--- config.mk ---
export PLATFORM = sky130hd
export DESIGN_NAME = text_cursor_ctrl
export DESIGN_NICKNAME = d
export VERILOG_FILES = /design/src/rtl/text_cursor_ctrl.sv
export SDC_FILE = /design/constraint.sdc
export NUM_CORES = 1
export LEC_CHECK = 0
export CORE_ASPECT_RATIO = 1.1
export CORE_MARGIN = 3
export CORE_UTILIZATION = 35
export DETAILED_ROUTE_END_ITERATION = 8
export GPL_TIMING_DRIVEN = 0
export PLACE_DENSITY = 0.57
export SLEW_MARGIN = 20
export SYNTH_ARGS = -nofsm -noshare
export SYNTH_HDL_FRONTEND = slang
export SYNTH_SLANG_ARGS = --single-unit
--- constraint.sdc ---
create_clock -name clk -period 5.7 [get_ports clk]
set_input_delay 0.855 -clock clk [delete_from_list [all_inputs] [get_ports clk]]
set_output_delay 0.855 -clock clk [all_outputs]
set_load 0.02 [all_outputs]
--- src/rtl/text_cursor_ctrl.sv ---
// rtl/text_cursor_ctrl.sv - UART byte stream to text-RAM writer with cursor, backspace and screen clear.
module text_cursor_ctrl #(
  parameter int          COLS      = 32,
  parameter int          ROWS      = 4,
  parameter int          COL_W     = 5,
  parameter int          ROW_W     = 2,
  parameter logic [7:0]  FILL_CHAR = 8'h20
) (
  input  logic             clk,
  input  logic             reset,
  input  logic             rx_valid,
  input  logic [7:0]       rx_data,
  output logic             wr_en,
  output logic [ROW_W-1:0] wr_row,
  output logic [COL_W-1:0] wr_col,
  output logic [7:0]       wr_data,
  output logic [ROW_W-1:0] cur_row,
  output logic [COL_W-1:0] cur_col,
  output logic             busy,
  output logic             overflow
);

  localparam logic [COL_W-1:0] LAST_COL = COL_W'(COLS - 1);
  localparam logic [ROW_W-1:0] LAST_ROW = ROW_W'(ROWS - 1);

  typedef enum logic {S_IDLE, S_CLEAR} state_t;

  state_t           state_q, state_d;
  logic             rx_valid_q;
  logic             pend_vld_q, pend_vld_d;
  logic [7:0]       pend_data_q, pend_data_d;
  logic [ROW_W-1:0] cur_row_q, cur_row_d;
  logic [COL_W-1:0] cur_col_q, cur_col_d;
  logic             wr_en_q, wr_en_d;
  logic [ROW_W-1:0] wr_row_q, wr_row_d;
  logic [COL_W-1:0] wr_col_q, wr_col_d;
  logic [7:0]       wr_data_q, wr_data_d;
  logic             overflow_q, overflow_d;
  logic             accept;
  logic             byte_vld;
  logic [7:0]       rx_byte;

  function automatic logic [ROW_W-1:0] next_row(input logic [ROW_W-1:0] r);
    return (r == LAST_ROW) ? '0 : r + ROW_W'(1);
  endfunction

  assign accept = rx_valid & ~rx_valid_q;

  always_comb begin
    state_d     = state_q;
    pend_vld_d  = pend_vld_q;
    pend_data_d = pend_data_q;
    cur_row_d   = cur_row_q;
    cur_col_d   = cur_col_q;
    wr_en_d     = 1'b0;
    wr_row_d    = wr_row_q;
    wr_col_d    = wr_col_q;
    wr_data_d   = wr_data_q;
    overflow_d  = 1'b0;
    byte_vld    = 1'b0;
    rx_byte     = rx_data;

    case (state_q)
      S_IDLE: begin
        // A pending byte from the last clear goes first; a fresh edge refills the slot.
        if (pend_vld_q) begin
          byte_vld    = 1'b1;
          rx_byte     = pend_data_q;
          pend_vld_d  = accept;
          pend_data_d = rx_data;
        end else begin
          byte_vld = accept;
        end

        if (byte_vld) begin
          if (rx_byte[7] || (rx_byte >= 8'h20 && rx_byte != 8'h7F)) begin
            wr_en_d   = 1'b1;
            wr_row_d  = cur_row_q;
            wr_col_d  = cur_col_q;
            wr_data_d = rx_byte[7] ? 8'h3F : rx_byte;
            if (cur_col_q == LAST_COL) begin
              cur_col_d = '0;
              cur_row_d = next_row(cur_row_q);
            end else begin
              cur_col_d = cur_col_q + COL_W'(1);
            end
          end else begin
            case (rx_byte)
              8'h0D: cur_col_d = '0;
              8'h0A: begin
                cur_col_d = '0;
                cur_row_d = next_row(cur_row_q);
              end
              8'h08: begin
                if (cur_col_q != '0) begin
                  cur_col_d = cur_col_q - COL_W'(1);
                  wr_en_d   = 1'b1;
                  wr_row_d  = cur_row_q;
                  wr_col_d  = cur_col_q - COL_W'(1);
                  wr_data_d = FILL_CHAR;
                end else if (cur_row_q != '0) begin
                  cur_row_d = cur_row_q - ROW_W'(1);
                  cur_col_d = LAST_COL;
                  wr_en_d   = 1'b1;
                  wr_row_d  = cur_row_q - ROW_W'(1);
                  wr_col_d  = LAST_COL;
                  wr_data_d = FILL_CHAR;
                end
              end
              8'h0C: begin
                state_d   = S_CLEAR;
                wr_en_d   = 1'b1;
                wr_row_d  = '0;
                wr_col_d  = '0;
                wr_data_d = FILL_CHAR;
              end
              default: ;
            endcase
          end
        end
      end

      S_CLEAR: begin
        if (accept) begin
          if (pend_vld_q) begin
            overflow_d = 1'b1;
          end else begin
            pend_vld_d  = 1'b1;
            pend_data_d = rx_data;
          end
        end
        // The write address register doubles as the clear sweep index.
        if (wr_row_q == LAST_ROW && wr_col_q == LAST_COL) begin
          state_d   = S_IDLE;
          cur_row_d = '0;
          cur_col_d = '0;
        end else begin
          wr_en_d   = 1'b1;
          wr_data_d = FILL_CHAR;
          if (wr_col_q == LAST_COL) begin
            wr_col_d = '0;
            wr_row_d = wr_row_q + ROW_W'(1);
          end else begin
            wr_col_d = wr_col_q + COL_W'(1);
          end
        end
      end

      default: state_d = S_IDLE;
    endcase
  end

  always_ff @(posedge clk or posedge reset) begin
    if (reset) begin
      state_q     <= S_IDLE;
      rx_valid_q  <= 1'b0;
      pend_vld_q  <= 1'b0;
      pend_data_q <= '0;
      cur_row_q   <= '0;
      cur_col_q   <= '0;
      wr_en_q     <= 1'b0;
      wr_row_q    <= '0;
      wr_col_q    <= '0;
      wr_data_q   <= '0;
      overflow_q  <= 1'b0;
    end else begin
      state_q     <= state_d;
      rx_valid_q  <= rx_valid;
      pend_vld_q  <= pend_vld_d;
      pend_data_q <= pend_data_d;
      cur_row_q   <= cur_row_d;
      cur_col_q   <= cur_col_d;
      wr_en_q     <= wr_en_d;
      wr_row_q    <= wr_row_d;
      wr_col_q    <= wr_col_d;
      wr_data_q   <= wr_data_d;
      overflow_q  <= overflow_d;
    end
  end

  assign wr_en    = wr_en_q;
  assign wr_row   = wr_row_q;
  assign wr_col   = wr_col_q;
  assign wr_data  = wr_data_q;
  assign cur_row  = cur_row_q;
  assign cur_col  = cur_col_q;
  assign busy     = (state_q == S_CLEAR);
  assign overflow = overflow_q;

endmodule

==> Word-level counts from Yosys, hierarchy flattened <==
Index checks and enable logic that the tools add are counted.
{ "word_totals": {"output_inout_bits": 25, "inputBits": 11, "register_bits": 35} }
{ "classes": {"n_eq_ne": 22, "magnitude_cmp": 1, "addsub": 6, "bitwise_logic": 3, "muxes": 62, "n_reduce_logical": 11} }
{ "op_table": {"columns": ["operator", "n"], "rows": [
  ["2-to-1 mux 8 bit", 9],
  ["2-to-1 mux 5 bit", 10],
  ["one-hot mux 8 bit (2 select lines)", 3],
  ["one-hot mux 5 bit (2 select lines)", 4],
  ["== test 8 x 4 -> 1 bit (second input constant)", 4],
  ["2-to-1 mux 2 bit", 12],
  ["one-hot mux 2 bit (2 select lines)", 4],
  ["2-to-1 mux 1 bit", 15],
  ["adder 5 x 1 -> 5 bit (second input constant)", 2],
  ["== test 5 bit (second input constant)", 2],
  [">= comparator 8 x 6 -> 1 bit (second input constant)", 1],
  ["!= test 4 x 2 -> 1 bit (second input constant)", 2],
  ["!= test 4 bit (second input constant)", 2],
  ["!= test 8 x 7 -> 1 bit (second input constant)", 1],
  ["one-hot mux 1 bit (2 select lines)", 4],
  ["AND reduction 4 bit", 2],
  ["2-to-1 mux 7 bit", 1],
  ["!= test 2 x 1 -> 1 bit (second input constant)", 3],
  ["!= test 2 bit (second input constant)", 3],
  ["AND reduction 6 bit", 1],
  ["!= test 5 bit (second input constant)", 1],
  ["AND reduction 5 bit", 1],
  ["nonzero test 5 bit", 1],
  ["subtractor 5 x 1 -> 5 bit (second input constant)", 1],
  ["12 further kinds", 16]
]} }

==> Logic depth before layout (Yosys ltp) <==
Gate-level depths: netlist of the first run.
{ "depth": {"word_depth": 8, "ltp_mapped": 11, "mapped_depth_nobuf": 9} }

==> Worst setup path before layout of the first run <==
No wires, ideal clock.
{ "synth_path": {"kind": "input-to-reg", "start": "input rx_data[5]", "end": "register wr_col_q[3] (netlist: wr_col[3])", "required_time_ns": 5.574, "cell_stages": 6, "slack_ns": 3.340, "arrival_time_ns": 2.234, "n_path_buf": 1, "path_cell_list": "nor4b_4 -> o22ai_1 -> a311o_1 -> a31o_1 -> buf_6 -> a221o_1"} }
{ "synth_via": {"elab_chain_len": 8, "elab_cells_between_ends": 15} }
{ "synth_rtl": {"columns": ["element", "line", "source"], "rows": [
  ["from (decl)", "12", "input logic [7:0] rx_data,"],
  ["2-to-1 mux 8 bit (*)", null, null],
  ["2-to-1 mux 8 bit (*)", "63", "case (state_q)"],
  [">= comparator 8 x 6 -> 1 bit / != test 8 x 7 -> 1 bit (equally long branches)", "76", "if (rx_byte[7] || (rx_byte >= 8'h20 && rx_byte != 8'h7F)) begin"],
  ["logical AND 1 bit", "76", null],
  ["logical OR 1 bit", "76", null],
  ["2-to-1 mux 5 bit", "76", null],
  ["2-to-1 mux 5 bit", "75", "if (byte_vld) begin"],
  ["one-hot mux 5 bit (2 select lines)", "63", null],
  ["to (signal assigned)", "175", "wr_col_q <= wr_col_d;"],
  ["to (decl)", "36", "logic [COL_W-1:0] wr_col_q, wr_col_d;"]
]} }
Every way passes the cells marked *; elsewhere a longest branch is shown, timed or not. The select of a mux whose other input is x is not followed.
A chain may end at the register's enable or synchronous reset.

==> Worst setup path after layout of the first run <==
Same ends and word-level chain as after synthesis.

==> metrics.txt, run 1 <==
# TYPE chip_impl_metric gauge
chip_impl_info{name="status",value="complete, no violations"} 1
chip_impl_metric{name="layout_min_cycle_time",unit="ns"} 2.94
chip_impl_metric{name="die_w",unit="um"} 84.7
chip_impl_metric{name="worst-endpoint-arrival",unit="ns"} 3.12
chip_impl_metric{name="net_count_after_synthesis",unit=""} 273
chip_impl_info{name="hold_path.class",value="flip-flop to flip-flop"} 1
chip_impl_metric{name="netlist.area_leader.share",unit=""} 0.356
chip_impl_metric{name="firstDrtPassIters",unit=""} 4
chip_impl_metric{name="core_region_area",unit="um^2"} 6380
chip_impl_metric{name="synth_sequential_area_ratio",unit=""} 0.356
chip_impl_info{name="worstPathCellList",value="clkdlybuf4s50_1 > nor4b_4 > o22ai_1 > nor3_1 > a211o_1 > a21oi_1 > a221o_1"} 1
chip_impl_metric{name="synth.area.mux_share",unit=""} 0.0833
chip_impl_metric{name="pd_cells",unit="nW/um^2"} 338
chip_impl_metric{name="synth_fa_ha_area_frac",unit=""} 0.0419
chip_impl_metric{name="grt_pass1_vias",unit=""} 1993
chip_impl_info{name="crit_path_top_delay_cell",value="sky130_fd_sc_hd__nor3_1"} 1
chip_impl_metric{name="post_synth_instance_area",unit="um^2"} 2390
chip_impl_metric{name="clk-insertion-delay-late",unit="ns"} 0.29
chip_impl_metric{name="fin_crit_sh",unit=""} 0.516
chip_impl_info{name="critical_path_class",value="input port to flip-flop"} 1
chip_impl_metric{name="start_util",unit=""} 0.374
chip_impl_info{name="tritoncts_clock_tree",value="done"} 1
chip_impl_info{name="top_family_by_delay_on_critical_path",value="simple AND/OR/NAND/NOR gates"} 1
chip_impl_info{name="synth_flop_cell",value="sky130_fd_sc_hd__dfrtp_1"} 1
chip_impl_metric{name="avgRoutedWirePerCell",unit="um"} 16.1
chip_impl_metric{name="postRouteWirelength",unit="um"} 6070
chip_impl_metric{name="multi_input_area",unit="um^2"} 1380
chip_impl_metric{name="clock_buffer_depth",unit=""} 2
chip_impl_metric{name="hold-worst-slack",unit="ns"} 0.466
chip_impl_metric{name="cap_violations",unit=""} 0
chip_impl_metric{name="post_cts.resized_instances",unit=""} 0
chip_impl_metric{name="max-slew-margin-rel",unit=""} 0.408
chip_impl_metric{name="die-area",unit="um^2"} 7850
chip_impl_metric{name="synth_cell_types",unit=""} 64
chip_impl_metric{name="cts.reportedPaths.clkPinSlew",unit="ns"} 0.07
chip_impl_metric{name="yosys_warnings",unit=""} 0
chip_impl_info{name="post-synth-top-area-cell",value="sky130_fd_sc_hd__dfrtp_1"} 1
chip_impl_metric{name="fin_worst_skew",unit="ns"} 0.00302
chip_impl_metric{name="dp_worst_setup_slack",unit="ns"} 2.46
chip_impl_metric{name="asyncSetResetFlopFracSynth",unit=""} 1.00
chip_impl_metric{name="hold_viol_final",unit=""} 0
chip_impl_metric{name="cp_slowest_stage_delay",unit="ns"} 0.73
chip_impl_metric{name="critPathMaxFanout",unit=""} 8
chip_impl_metric{name="syn_area_per_cell",unit="um^2"} 9.40
chip_impl_metric{name="pin_count_of_the_biggest_net_entering_global_routing",unit=""} 35
chip_impl_metric{name="gp_congestion",unit=""} 0.863
chip_impl_metric{name="setup_viol",unit=""} 0
chip_impl_metric{name="antenna_cells_inserted",unit=""} 0
chip_impl_metric{name="io-pin-count",unit=""} 36
chip_impl_metric{name="grtUsageTotal",unit=""} 0.162
chip_impl_metric{name="drtAntennaViolNets",unit=""} 0
chip_impl_metric{name="synthSimpleGateAreaFrac",unit=""} 0.180
chip_impl_metric{name="fillers",unit=""} 635
chip_impl_metric{name="drt_iter0_drc",unit=""} 155
chip_impl_metric{name="post-route-worst-setup-slack",unit="ns"} 2.76
chip_impl_metric{name="cts-buffers-inserted",unit=""} 5
chip_impl_metric{name="edff_count_synth",unit=""} 0
chip_impl_metric{name="floorplan.die.height",unit="um"} 92.6
chip_impl_info{name="netlist_top_cells_area",value="sky130_fd_sc_hd__dfrtp_1 (36%), sky130_fd_sc_hd__mux2_2 (5.7%), sky130_fd_sc_hd__a21oi_1 (4.4%)"} 1
chip_impl_metric{name="detail_route.vias_per_cell",unit=""} 5.56
chip_impl_metric{name="final.setup.tns",unit="ns"} 0
chip_impl_metric{name="register_area",unit="um^2"} 851
chip_impl_info{name="clock_tree.root_cell",value="sky130_fd_sc_hd__clkbuf_8"} 1
chip_impl_metric{name="ctsHoldBuffers",unit=""} 0
chip_impl_metric{name="crit_buf_inv",unit=""} 1
chip_impl_metric{name="ys_seq_elements",unit=""} 34
chip_impl_metric{name="drt_drc_violations_left",unit=""} 0
chip_impl_metric{name="number_of_vias_in_the_routed_layout",unit=""} 2092
chip_impl_metric{name="synth_compound_gate_area_share",unit=""} 0.256
chip_impl_metric{name="post_synth_xor_area_fraction",unit=""} 0.0147
chip_impl_info{name="setup.worst_path.end_class",value="flip-flop"} 1
chip_impl_metric{name="placement_rows",unit=""} 30
chip_impl_metric{name="timing.critical_path.required",unit="ns"} 5.88
chip_impl_metric{name="grt_antenna_before_repair",unit=""} 0
chip_impl_info{name="worstSetupStartpointType",value="input port"} 1
chip_impl_metric{name="maxClockFrequency",unit="MHz"} 340
chip_impl_metric{name="cts_sinks",unit=""} 34
chip_impl_metric{name="synthToLayoutAreaGrowth",unit="%"} 24.2
chip_impl_metric{name="place.detailed.hpwl",unit="um"} 4530
chip_impl_metric{name="numPortBuffers",unit=""} 34
chip_impl_metric{name="overflow",unit=""} 0
chip_impl_metric{name="worst_ir_drop_vdd",unit="mV"} 0.195
chip_impl_metric{name="fin_max_slew_vios",unit=""} 0
chip_impl_metric{name="syn-instance-count",unit=""} 254
chip_impl_metric{name="wire_length_of_the_first_global_routing_pass",unit="um"} 10300
chip_impl_metric{name="final_layout_size_suffix_gt1_frac",unit=""} 0.172
chip_impl_metric{name="max_slew.worst_pin.slew",unit="ns"} 0.863
chip_impl_metric{name="cts-htree-levels",unit=""} 2
chip_impl_info{name="setup_repair_after_global_routing_missed_its_margin",value="false"} 1
chip_impl_metric{name="cts_setup_buffers",unit=""} 0
chip_impl_info{name="combinational_family_with_the_most_area_after_synthesis",value="compound AO/OA/AOI/OAI gates"} 1
chip_impl_metric{name="static-leakage-power",unit="nW"} 1.21
chip_impl_metric{name="final_net_count",unit=""} 314
layout make-up:
type	instances	area share
Sequential cell	34	0.287
Multi-Input combinational cell	194	0.465
Timing Repair Buffer	34	0.115
Buffer	13	0.0350
Clock inverter	3	0.0232
Inverter	13	0.0181
Clock buffer	5	0.0232
Tap cell	80	0.0338
layer usage:
layer	track usage	wire [um]	share of wire	vias to the layer above
met4	0.0515	87	0.014	0
met1	0.237	2980	0.49	1005
met2	0.250	2800	0.46	52
met3	0.0187	203	0.033	7
li1	-	-	-	1028
met5	0	0	0	-
per-stage QoR:
stage	std cells	power, W	cell area [um^2]	utilization
CTS	376	0.00101	2970	0.465
global placement	368	0.000731	2830	0.443
finish	376	0.00100	2970	0.465
global route	376	0.00107	2970	0.465
detailed placement	368	0.000733	2830	0.443
floorplan	254	0.000586	2390	-
logic make-up after synthesis:
logic type / Yosys count
AND/OR/NAND/NOR: 81
AO/OA/AOI/OAI: 82
adder cells (fa/ha/maj): 8
buffers and inverters: 26
other: 1
multiplexers: 18
XOR/XNOR: 4
flip-flops: 34
final timing paths:
kind                             from         end  slack (ns)  cells past startpoint
setup / recovery           rx_data[5]   wr_col[3]        2.76                      7
hold / removal             wr_data[6]  wr_data[6]        0.47                      2
setup reg to reg           cur_col[0]  cur_row[0]        3.27                      7
hold reg to reg            wr_data[6]  wr_data[6]        0.47                      2
max in group asynchronous       reset  cur_row[0]        4.22                      2
min in group asynchronous       reset  wr_data[2]        1.01                      2
worst min-delay path: stages (launching register included):
cell                      delay (ns)
sky130_fd_sc_hd__dfrtp_1        0.34
sky130_fd_sc_hd__nand2_1        0.05
sky130_fd_sc_hd__nand2_1        0.05
synthesized netlist by cell type, types with 4 or more instances:
library cell,count
sky130_fd_sc_hd__dfrtp_1,34
sky130_fd_sc_hd__nand2_1,22
sky130_fd_sc_hd__nor2_1,22
sky130_fd_sc_hd__a21oi_1,21
sky130_fd_sc_hd__inv_1,12
sky130_fd_sc_hd__mux2_2,12
sky130_fd_sc_hd__o21ai_0,11
sky130_fd_sc_hd__ha_1,8
sky130_fd_sc_hd__nor3_1,8
sky130_fd_sc_hd__o31ai_1,8
sky130_fd_sc_hd__nand3_1,7
sky130_fd_sc_hd__mux2i_1,5
sky130_fd_sc_hd__and3_1,4
sky130_fd_sc_hd__buf_6,4
registers in the layout (all words and copies together), names as in the netlist:
signal and count:
pend_data_q 8, wr_data 7, cur_col 5, wr_col 5, cur_row 2, wr_row 2, busy 1, overflow 1
pend_vld_q 1, rx_valid_q 1, wr_en 1
cells in the final DEF, fill, tap and decap left out, types with 4 or more instances in the layout:
cell and count:
sky130_fd_sc_hd__clkdlybuf4s50_1 34, sky130_fd_sc_hd__nand3_1 7, sky130_fd_sc_hd__dfrtp_1 34, sky130_fd_sc_hd__mux2i_1 5
sky130_fd_sc_hd__o21ai_0 11, sky130_fd_sc_hd__nor3_1 8, sky130_fd_sc_hd__mux2_2 12, sky130_fd_sc_hd__and3_1 4
sky130_fd_sc_hd__buf_6 4, sky130_fd_sc_hd__ha_1 8, sky130_fd_sc_hd__a21oi_1 21, sky130_fd_sc_hd__nand2_1 22
sky130_fd_sc_hd__nor2_1 22, sky130_fd_sc_hd__o31ai_1 8, sky130_fd_sc_hd__inv_1 11, sky130_fd_sc_hd__clkbuf_8 5
where the power goes:
group          switching, W  leakage, nW  total (W)  internal [W]
combinational      0.000217        0.708   0.000403      0.000186
clock             0.0000955       0.0683   0.000271      0.000175
sequential        0.0000459        0.432   0.000328      0.000283
No activity file was read; power rests on OpenSTA's default activity.
==> inputs of run 2 (changes only) <==
--- a/config.mk
+++ b/config.mk
@@ -10,7 +10,7 @@
 export CORE_UTILIZATION = 35
 export DETAILED_ROUTE_END_ITERATION = 8
 export GPL_TIMING_DRIVEN = 0
-export PLACE_DENSITY = 0.57
+export PLACE_DENSITY = 0.59
 export SLEW_MARGIN = 20
 export SYNTH_ARGS = -nofsm -noshare
 export SYNTH_HDL_FRONTEND = slang
==> constraint.sdc (replaced) <==
create_clock -name clk -period 2.7 [get_ports clk]
set_input_delay 0.405 -clock clk [delete_from_list [all_inputs] [get_ports clk]]
set_output_delay 0.405 -clock clk [all_outputs]
set_load 0.02 [all_outputs]
==> metrics.txt, run 2 (synthesis gave the netlist of run 1 again) <==
# TYPE chip_impl_metric gauge
chip_impl_metric{name="dp_worst_setup_slack",unit="ns"} -0.118
chip_impl_metric{name="register_area",unit="um^2"} 851
chip_impl_metric{name="clock_buffer_depth",unit=""} 2
chip_impl_metric{name="final_net_count",unit=""} 314
chip_impl_metric{name="largest_register_ff_count",unit=""} 8
chip_impl_metric{name="wire_length_of_the_first_global_routing_pass",unit="um"} 10400
chip_impl_info{name="worstPathCellList",value="clkdlybuf4s50_1 > nor4b_4 > o22ai_1 > nor3_1 > a211o_1 > a21oi_1 > a221o_1"} 1
chip_impl_metric{name="power.share.switching",unit=""} 0.358
chip_impl_info{name="status",value="complete, no violations"} 1
chip_impl_metric{name="pin_count_of_the_biggest_net_entering_global_routing",unit=""} 35
chip_impl_metric{name="fin_worst_skew",unit="ns"} 0.00276
chip_impl_metric{name="fillers",unit=""} 647
chip_impl_metric{name="switchingPower",unit="W"} 0.000756
chip_impl_metric{name="final_core_util",unit=""} 0.465
chip_impl_metric{name="grt_antenna_before_repair",unit=""} 0
chip_impl_metric{name="post_cts.resized_instances",unit=""} 0
chip_impl_metric{name="place.detailed.hpwl",unit="um"} 4510
chip_impl_metric{name="p_comb_frac",unit=""} 0.401
chip_impl_metric{name="critPathMaxFanout",unit=""} 8
chip_impl_metric{name="firstDrtPassIters",unit=""} 4
chip_impl_metric{name="hold-worst-slack",unit="ns"} 0.484
chip_impl_metric{name="drtAntennaViolNets",unit=""} 0
chip_impl_metric{name="cts-buffers-inserted",unit=""} 5
chip_impl_metric{name="static-leakage-power",unit="nW"} 1.21
chip_impl_info{name="setup_repair_after_global_routing_missed_its_margin",value="false"} 1
chip_impl_metric{name="io-pin-count",unit=""} 36
chip_impl_metric{name="layout_min_cycle_time",unit="ns"} 2.53
chip_impl_info{name="hold_path.class",value="flip-flop to flip-flop"} 1
chip_impl_metric{name="numPortBuffers",unit=""} 34
chip_impl_info{name="worstSetupStartpointType",value="input port"} 1
chip_impl_metric{name="placement_rows",unit=""} 30
chip_impl_metric{name="drt_iter0_drc",unit=""} 118
chip_impl_metric{name="die-area",unit="um^2"} 7850
chip_impl_metric{name="antenna_cells_inserted",unit=""} 0
chip_impl_metric{name="pd_cells",unit="nW/um^2"} 713
chip_impl_info{name="layout.cells.most_common_list",value="sky130_fd_sc_hd__dfrtp_1 (34), sky130_fd_sc_hd__clkdlybuf4s50_1 (34), sky130_fd_sc_hd__nor2_1 (22), sky130_fd_sc_hd__nand2_1 (22), sky130_fd_sc_hd__a21oi_1 (21)"} 1
chip_impl_metric{name="die_w",unit="um"} 84.7
chip_impl_metric{name="core_region_area",unit="um^2"} 6380
chip_impl_metric{name="multi_input_area",unit="um^2"} 1380
chip_impl_info{name="clock_tree.root_cell",value="sky130_fd_sc_hd__clkbuf_8"} 1
chip_impl_metric{name="max-slew-margin-rel",unit=""} 0.399
chip_impl_metric{name="cts.reportedPaths.clkPinSlew",unit="ns"} 0.08
chip_impl_metric{name="hold_viol_final",unit=""} 0
chip_impl_metric{name="start_util",unit=""} 0.374
chip_impl_metric{name="min_delay_path_depth",unit=""} 2
chip_impl_metric{name="avgRoutedWirePerCell",unit="um"} 16.1
chip_impl_metric{name="clk-insertion-delay-late",unit="ns"} 0.29
chip_impl_metric{name="cp_slowest_stage_delay",unit="ns"} 0.76
chip_impl_metric{name="fin_crit_sh",unit=""} 0.937
chip_impl_metric{name="worst-r2r-cell-count",unit=""} 7
chip_impl_metric{name="worst_ir_drop_vdd",unit="mV"} 0.311
chip_impl_info{name="critical_path_class",value="input port to flip-flop"} 1
chip_impl_metric{name="grt_pass1_vias",unit=""} 2013
chip_impl_metric{name="timing.critical_path.required",unit="ns"} 2.88
chip_impl_metric{name="maxClockFrequency",unit="MHz"} 395
chip_impl_metric{name="drt_drc_violations_left",unit=""} 0
chip_impl_info{name="setup.worst_path.end_class",value="flip-flop"} 1
chip_impl_metric{name="power.internal",unit="W"} 0.00136
chip_impl_metric{name="floorplan.die.height",unit="um"} 92.6
chip_impl_metric{name="cts_sinks",unit=""} 34
chip_impl_metric{name="gp_congestion",unit=""} 0.865
chip_impl_info{name="registers.top_by_ff_count",value="pend_data_q"} 1
chip_impl_metric{name="detail_route.vias_per_cell",unit=""} 5.61
chip_impl_metric{name="ctsHoldBuffers",unit=""} 0
chip_impl_metric{name="cts-htree-levels",unit=""} 2
chip_impl_metric{name="number_of_vias_in_the_routed_layout",unit=""} 2110
chip_impl_metric{name="post-route-worst-setup-slack",unit="ns"} 0.169
chip_impl_metric{name="max_slew.worst_pin.slew",unit="ns"} 0.894
chip_impl_metric{name="worst-endpoint-arrival",unit="ns"} 2.71
chip_impl_metric{name="final_layout_size_suffix_gt1_frac",unit=""} 0.172
chip_impl_metric{name="setup_viol",unit=""} 0
chip_impl_metric{name="synthToLayoutAreaGrowth",unit="%"} 24.2
chip_impl_metric{name="fin_max_slew_vios",unit=""} 0
chip_impl_info{name="crit_path_top_delay_cell",value="sky130_fd_sc_hd__nor3_1"} 1
chip_impl_metric{name="overflow",unit=""} 0
chip_impl_metric{name="cap_violations",unit=""} 0
chip_impl_metric{name="cts_setup_buffers",unit=""} 0
chip_impl_metric{name="power_frac_seq",unit=""} 0.326
chip_impl_metric{name="power_frac_clock",unit=""} 0.272
chip_impl_info{name="tritoncts_clock_tree",value="done"} 1
chip_impl_metric{name="postRouteWirelength",unit="um"} 6050
chip_impl_metric{name="grtUsageTotal",unit=""} 0.163
## run 2: cell counts in the layout (fill, tap and decap cells not counted)
No cell type changed its count.
## run 2: final timing paths
path	from	to	slack, ns
min in group asynchronous	reset	wr_data[6]	0.55
setup / recovery	rx_data[5]	wr_col[3]	0.17
max in group asynchronous	reset	cur_row[1]	1.69
hold / removal	wr_data[2]	wr_data[2]	0.48
hold reg to reg	wr_data[2]	wr_data[2]	0.48
setup reg to reg	cur_col[0]	cur_row[0]	0.24
## run 2: area by class of cell
| cell class | instances | area share |
|---|---|---|
| Tap cell | 80 | 0.0338 |
| Sequential cell | 34 | 0.287 |
| Clock buffer | 5 | 0.0232 |
| Inverter | 13 | 0.0181 |
| Clock inverter | 3 | 0.0232 |
| Multi-Input combinational cell | 194 | 0.465 |
| Timing Repair Buffer | 34 | 0.115 |
| Buffer | 13 | 0.0350 |
## run 2: worst max-delay path: cells and delay by family
| kind | cells | cell delay, ns |
|---|---|---|
| AO/OA/AOI/OAI | 4 | 0.73 |
| buffers and inverters | 1 | 0.50 |
| AND/OR/NAND/NOR | 2 | 1.08 |
## run 2: power by group through the flow
stage / combinational [W] / sequential [W] / clock [W]
floorplan: 0.000448 / 0.000789 / 0
CTS: 0.000851 / 0.000690 / 0.000590
global placement: 0.000843 / 0.000699 / 0
detailed placement: 0.000845 / 0.000701 / 0
global route: 0.000936 / 0.000707 / 0.000614
finish: 0.000849 / 0.000690 / 0.000576
## run 2: metal layers
| metal | wire length [um] | share of wire | vias to the layer above | track usage |
|---|---|---|---|---|
| li1 | - | - | 1033 | - |
| met1 | 2870 | 0.47 | 1018 | 0.232 |
| met2 | 2820 | 0.47 | 52 | 0.253 |
| met3 | 278 | 0.046 | 7 | 0.0222 |
| met4 | 85 | 0.014 | 0 | 0.0541 |
| met5 | 0 | 0 | - | 0 |
## run 2: per-stage QoR
stage	cells	power, W	instance area, um^2	setup TNS [ns]
6_report	376	0.00212	2970	0
5_1_grt	376	0.00226	2970	0
4_1_cts	376	0.00213	2970	0
3_5_place_dp	368	0.00155	2830	-0.133
3_3_place_gp	368	0.00154	2830	-0.0753
2_1_floorplan	254	0.00124	2390	0
